[src/rtl/cmp_pkg.sv]
// Shared types for the parallel/serial comparator family.
// Latency: none (types and a pure helper function only).
// Backpressure: not applicable.
package cmp_pkg;

  typedef enum logic [1:0] {IDLE, SHIFT, DONE} cmp_state_t;

  typedef enum logic [1:0] {CMP_EQ, CMP_GT, CMP_LT} cmp_res_t;

  // One LSB-first step: a differing bit pair overrides whatever the lower bits decided.
  // swap inverts the ordering for a two's-complement sign bit.
  function automatic cmp_res_t cmp_step(input cmp_res_t cur, input logic a, input logic b,
                                        input logic swap);
    cmp_res_t r;
    r = cur;
    if (a && !b) begin
      r = swap ? CMP_LT : CMP_GT;
    end else if (!a && b) begin
      r = swap ? CMP_GT : CMP_LT;
    end
    return r;
  endfunction

endpackage

[src/rtl/cmp_serial_mag.sv]
// Bit-serial magnitude comparator: LSB-first operand bit pairs in, one-hot eq/gt/lt out.
// Latency: done one cycle after the final accepted beat (WIDTH+1 cycles minimum from start).
// Backpressure: bit_ready high for the whole of SHIFT; idle bit_valid cycles simply stretch it.
module cmp_serial_mag
  import cmp_pkg::*;
#(
  parameter int WIDTH  = 16,
  parameter bit SIGNED = 1'b0
) (
  input  logic clk,
  input  logic rst_n,
  input  logic start,
  input  logic abort,
  input  logic bit_valid,
  input  logic a_bit,
  input  logic b_bit,
  output logic bit_ready,
  output logic busy,
  output logic done,
  output logic eq,
  output logic gt,
  output logic lt
);

  localparam int            CW   = $clog2(WIDTH);
  localparam logic [CW-1:0] LAST = CW'(WIDTH - 1);

  cmp_state_t    state, state_nxt;
  cmp_res_t      code, code_nxt;
  logic [CW-1:0] cnt;
  logic          accept;
  logic          last_beat;

  assign last_beat = (cnt == LAST);
  assign code_nxt  = cmp_step(code, a_bit, b_bit, SIGNED && last_beat);

  always_ff @(posedge clk) begin
    if (!rst_n) begin
      state <= IDLE;
    end else begin
      state <= state_nxt;
    end
  end

  // Abort wins over a beat arriving in the same cycle.
  always_comb begin
    state_nxt = state;
    bit_ready = 1'b0;
    busy      = 1'b0;
    done      = 1'b0;
    accept    = 1'b0;
    unique case (state)
      IDLE: begin
        if (start) begin
          state_nxt = SHIFT;
        end
      end
      SHIFT: begin
        bit_ready = 1'b1;
        busy      = 1'b1;
        if (abort) begin
          state_nxt = IDLE;
        end else if (bit_valid) begin
          accept = 1'b1;
          if (last_beat) begin
            state_nxt = DONE;
          end
        end
      end
      DONE: begin
        busy      = 1'b1;
        done      = 1'b1;
        state_nxt = IDLE;
      end
      default: state_nxt = IDLE;
    endcase
  end

  always_ff @(posedge clk) begin
    if (!rst_n) begin
      cnt  <= '0;
      code <= CMP_EQ;
      eq   <= 1'b0;
      gt   <= 1'b0;
      lt   <= 1'b0;
    end else if (state == IDLE && start) begin
      cnt  <= '0;
      code <= CMP_EQ;
      eq   <= 1'b0;
      gt   <= 1'b0;
      lt   <= 1'b0;
    end else if (accept) begin
      code <= code_nxt;
      cnt  <= last_beat ? '0 : cnt + CW'(1);
      if (last_beat) begin
        eq <= (code_nxt == CMP_EQ);
        gt <= (code_nxt == CMP_GT);
        lt <= (code_nxt == CMP_LT);
      end
    end
  end

endmodule

[config.mk]
export PLATFORM = sky130hd
export DESIGN_NAME = cmp_serial_mag
export DESIGN_NICKNAME = d
export VERILOG_FILES = /design/src/rtl/cmp_pkg.sv /design/src/rtl/cmp_serial_mag.sv
export SDC_FILE = /design/constraint.sdc
export NUM_CORES = 1
export LEC_CHECK = 0
export BUFFER_PORTS_ARGS = -buffer_cell sky130_fd_sc_hd__buf_4
export CAP_MARGIN = 20
export CORE_AREA = 5 5 42 44
export CTS_CLUSTER_DIAMETER = 120
export DETAILED_ROUTE_END_ITERATION = 7
export DIE_AREA = 0 0 47 49
export GPL_TIMING_DRIVEN = 1
export PLACE_DENSITY = 0.79
export RECOVER_POWER = 25
export SYNTH_ARGS = -nofsm -noshare
export SYNTH_HDL_FRONTEND = slang
export SYNTH_SLANG_ARGS = --single-unit
[constraint.sdc]
create_clock -name clk -period 1.65 [get_ports clk]
set_input_delay 0.33 -clock clk [delete_from_list [all_inputs] [get_ports clk]]
set_output_delay 0.33 -clock clk [all_outputs]
set_load 0.05 [all_outputs]
==> flow_summary.toml, run 1 <==
[routing]
vias = 557
drt_pre_antenna_iters = 4
ant_nets = 0
drt_wl_total_microns = 1340
wl_per_cell_microns = 13.4
drc_errors = 0
drtIter0Drc = 12
avgViaCountPerCell = 5.57

[final_layout]
multi_input_area_sq_um = 404
fin_area_sq_um = 764
num_antenna_cells = 0
drive_above_1_share_pct = 22.6
final_util_pct = 54.6
register_area_sq_um = 220
layout.cells.non_filler = 100
fillers = 132
syn2layout_area_growth_pct = 20.5
final_common_cell = "dfxtp_1"
nets = 97
layout_common_cells = "dfxtp_1 (11), buf_4 (10), nand2_1 (7)"

[synth]
ys_ff_latch = 11
synth_top_cell_by_area = "dfxtp_1"
yosys_warnings = 0
ys_types = 30
ys.flop_type = "dfxtp_1"
synth_edf_count = 0
syn_area_per_cell_sq_um = 9.33
netlist_area_sq_um = 634
netlist_top_cells_area = "dfxtp_1 (35%), ha_1 (9.9%), nor2b_1 (4.9%)"
yosysTopAreaCellShare_pct = 34.7
syn_inst = 68
synth-seq-area-share_pct = 34.7
synthArstFlopShare_pct = 0
syn_nets = 80

[pwr]
vdd_drop_max_uv = 471
p_per_area_nw_per_um2 = 831
p_leak_nw = 0.304
totalPowerFinal_mw = 0.635

[cts]
cts_tree = "yes"
cts_resized = 0
clock_sinks = 11
htree_levels = 1
clk_latency_ns = 0.27
cts_hold_buf = 0
clockBufferDepth = 2
clkTransAtPathRegs_ns = 0.08
postCtsSetupRepairBufs = 0
cts_made_buffers = 3
cts_root_buf = "clkbuf_4"

[global_route]
grt_pass1_wl_microns = 2350
grt_antenna_before_repair = 0
grt_start_max_net_pins = 9
grtUsageMet1_pct = 18.1
gr-usage-met3_pct = 4.80
grt_use_total_pct = 14.2
use_met2_pct = 20.1
grt_overflow = 0
grt_pass1_vias = 534
busiest_layer = "met2"

[job]
cap_violations = 0

[worst_setup_path]
critPathKind = "flip-flop to output pin"
cp.arrival_ns = 1.20
required_ns = 1.32
start_kind = "flip-flop"
crit_path_end_kind = "output pin"
critical_path_peak_fanout = 3

[placement]
place_area_sq_um = 749
numPortBuffers = 12
gp_congestion = 0.782
place_ws_ns = 0.246
dp_cells = 96
dpl.hpwl_microns = 1040

[status]
status = "finished, final reports clean"

[timing]
setup-violations-final = 0
rsz0062_at_grt = "false"
fin_crit_sh_pct = 92.8
worst_slew_pin_slew_ns = 0.596
fin_crit_ns = 1.53
tns_ns = 0
finClkSkew_ns = 0.00348
setup_ws_ns = 0.119
fmax_mhz = 653
hold_viol = 0
maxSlewViolCount = 0
relSlewSlack_pct = 60.4
hold_slack_ns = 0.302

[floorplanning]
core_sq_um = 1400
rows = 14
ioPinCount = 13
start_util_pct = 45.3
dieArea_sq_um = 2300
die_y_microns = 49
die_w_microns = 47

[worst_hold_path]
min_path_type = "input port to flip-flop"
kinds of logic (layout without fill, tap and decap cells):
logic type / count (synthesis) / count (layout) / share of synthesized area, %
multiplexers: 1 / 1 / 1.58
buffers and inverters: 3 / 19 / 1.97
XOR/XNOR: 3 / 3 / 4.14
adder cells (fa/ha/maj): 5 / 5 / 9.86
AND/OR/NAND/NOR: 30 / 30 / 28.4
flip-flops: 11 / 11 / 34.7
AO/OA/AOI/OAI: 15 / 15 / 19.3
worst max-delay path, cell delays in order (launching register included):
cell and delay (ns):
dfxtp_1 0.36, inv_1 0.09, ha_1 0.29, buf_4 0.19
sequential cells by signal, indices dropped and copies added, names as in the netlist:
| name | count |
|---|---|
| state | 2 |
| gt | 1 |
| eq | 1 |
| code | 2 |
| lt | 1 |
| cnt | 4 |
final cells by class:
class,count,area share (%)
Multi-Input combinational cell,54,52.9
Sequential cell,11,28.8
Clock buffer,4,3.44
Inverter,2,0.982
Tap cell,16,2.62
Timing Repair Buffer,13,11.3
synthesized netlist by cell type (all sizes together), types with 2 or more instances:
cell type,number
o21ai,3
nor2,3
nand4b,2
nor3,2
nand2,7
inv,2
nand2b,3
xor2,2
nand3,2
nand4,3
nor2b,5
ha,5
dfxtp,11
a21oi,5
layer usage:
metal / part of all wire (%) / routed length (microns) / vias up
li1: - / - / 284
met1: 43 / 573 / 255
met2: 47 / 626 / 14
met3: 7.4 / 99 / 4
met4: 2.6 / 35 / 0
met5: 0 / 0 / -
path summary, 6_finish.rpt:
check | from | to | slack, ns | cells past startpoint
max | state[0]$_SDFFE_PN0P_ | busy | 0.12 | 3
min | b_bit | code[0]$_SDFFE_PP0P_ | 0.30 | 2
max reg2reg | state[1]$_SDFFE_PN0P_ | cnt[1]$_SDFFE_PP0P_ | 0.22 | 6
min reg2reg | eq$_SDFFE_PP0P_ | eq$_SDFFE_PP0P_ | 0.48 | 2
report_power, final:
part / total [mW] / switching, mW / leakage (nW) / internal [mW]
logic: 0.165 / 0.105 / 0.201 / 0.0597
registers: 0.279 / 0.00624 / 0.0889 / 0.273
clock network: 0.191 / 0.0974 / 0.0150 / 0.0936
total: 0.635 / 0.209 / 0.304 / 0.426
Note: power is estimated with default switching activity, not from simulation.
==> inputs of run 2 (changes only) <==
SETUP_SLACK_MARGIN = 0.3   (was default)
==> run 2 against run 1 <==
  * Global-route usage did not move
  * Final cell count rose by 1.0%
  * Critical path depth did not move
  * Critical path type unchanged
==> flow_summary.toml, run 2 (synthesized netlist as in run 1, its figures left out) <==
[status]
status = "finished, final reports clean"

[final_layout]
final_util_pct = 61.3
syn2layout_area_growth_pct = 35.5
layout_common_cells = "dfxtp_1 (10), nand2_1 (7), buf_4 (7)"
multi_input_area_sq_um = 465
fin_area_sq_um = 860
fillers = 127
nets = 98
largest_reg_flops = 4
final_common_cell = "dfxtp_1"
regMostFlops = "cnt"
num_antenna_cells = 0
register_area_sq_um = 221
top_regs = "cnt (4), code (2), state (2)"
layout.cells.non_filler = 101
drive_above_1_share_pct = 30.6

[timing]
setup-violations-final = 0
tns_ns = 0
relSlewSlack_pct = 60.3
fin_crit_ns = 1.44
hold_slack_ns = 0.310
fmax_mhz = 696
maxSlewViolCount = 0
finClkSkew_ns = 0.00156
worst_slew_pin_slew_ns = 0.598
fin_crit_sh_pct = 87.0
hold_viol = 0
setup_ws_ns = 0.214
rsz0062_at_grt = "true"

[cts]
cts_hold_buf = 0
cts_made_buffers = 3
cts_root_buf = "clkbuf_4"
clkTransAtPathRegs_ns = 0.07
clockBufferDepth = 2
clock_sinks = 11
cts_tree = "yes"
htree_levels = 1
clk_latency_ns = 0.26

[worst_setup_path]
crit_path_end_kind = "output pin"
critPathKind = "flip-flop to output pin"
required_ns = 1.32
cp.arrival_ns = 1.11
r2r-end = "cnt[3]$_SDFFE_PP0P_"
r2r_start = "state[0]$_SDFFE_PN0P_"
start_kind = "flip-flop"
r2r_cells = 5
reg2reg_slack_ns = 0.33
critical_path_peak_fanout = 4

[pwr]
totalPowerFinal_mw = 0.690
p_per_area_nw_per_um2 = 802
combPwrFrac_pct = 33.3
sw_frac_of_total_pct = 32.0
p_leak_nw = 0.332
switchingPower_mw = 0.220
pwr-share-clk_pct = 26.2
intPower_mw = 0.469
vdd_drop_max_uv = 742
power_frac_seq_pct = 40.5

[worst_hold_path]
min-delay-start = "b_bit"
holdPathEnd = "code[0]$_SDFFE_PP0P_"
min_path_type = "input port to flip-flop"
whs_path_depth = 2

[routing]
drc_errors = 0
avgViaCountPerCell = 5.75
wl_per_cell_microns = 14.5
drt_wl_total_microns = 1470
drtIter0Drc = 4
vias = 581
drt_pre_antenna_iters = 4
ant_nets = 0

[floorplanning]
die_y_microns = 49
start_util_pct = 45.3
core_sq_um = 1400
dieArea_sq_um = 2300
die_w_microns = 47
rows = 14
ioPinCount = 13

[placement]
gp_congestion = 0.751
dpl.hpwl_microns = 1050
place_area_sq_um = 759
dp_cells = 96
place_ws_ns = 0.279
numPortBuffers = 12

[global_route]
grt_pass1_vias = 612
grt_use_total_pct = 14.2
grt_overflow = 0
grt_antenna_before_repair = 0
grt_start_max_net_pins = 9
grt_pass1_wl_microns = 2480

[job]
cap_violations = 0
-- run 2: cell count changes in the layout (fill, tap and decap cells not counted), sizes merged --
cell,change
buf,+1
-- run 2: power by group through the flow --
stage	clock [mW]	sequential, mW	combinational (mW)
after global placement	0	0.287	0.168
after global routing	0.210	0.281	0.247
after detailed placement	0	0.288	0.171
after CTS	0.190	0.279	0.207
after floorplan	0	0.286	0.125
final	0.181	0.279	0.230
-- run 2: worst max path at each step --
stage                                 to  cells past startpoint  slack (ns)                  start
floorplan                           busy                      2        0.31  state[0]$_SDFFE_PN0P_
global placement    code[0]$_SDFFE_PP0P_                      5        0.32  state[0]$_SDFFE_PN0P_
detailed placement  code[0]$_SDFFE_PP0P_                      5        0.28  state[0]$_SDFFE_PN0P_
CTS                                 busy                      3        0.25  state[1]$_SDFFE_PN0P_
global route                        busy                      3        0.15  state[1]$_SDFFE_PN0P_
finish                              busy                      3        0.21  state[1]$_SDFFE_PN0P_
-- run 2: repair_timing --
action / 4_1_cts / 5_1_grt
resized for setup: 9 / 8
buffers inserted: 1 / 0
pin swaps: 1 / 1
endpoints found under the setup margin: 4 / 8
-- run 2: final cells by class --
cell class / instances / area share [%]
multi-input cells: 54 / 54.1
flip-flops and latches: 11 / 25.8
repair buffers: 14 / 13.5
clock buffers: 4 / 3.06
well taps: 16 / 2.33
inverters: 2 / 1.16
-- run 2: worst max-delay path: stages (launching register included) --
cell	delay (ns)
dfxtp_1	0.38
inv_4	0.07
ha_4	0.26
buf_8	0.14
-- run 2: layer usage --
layer	global-route usage [%]	share of wire [%]
met5	0	0
met2	23.1	50
met1	15.9	41
met4	7.83	3.5
met3	4.06	5.9
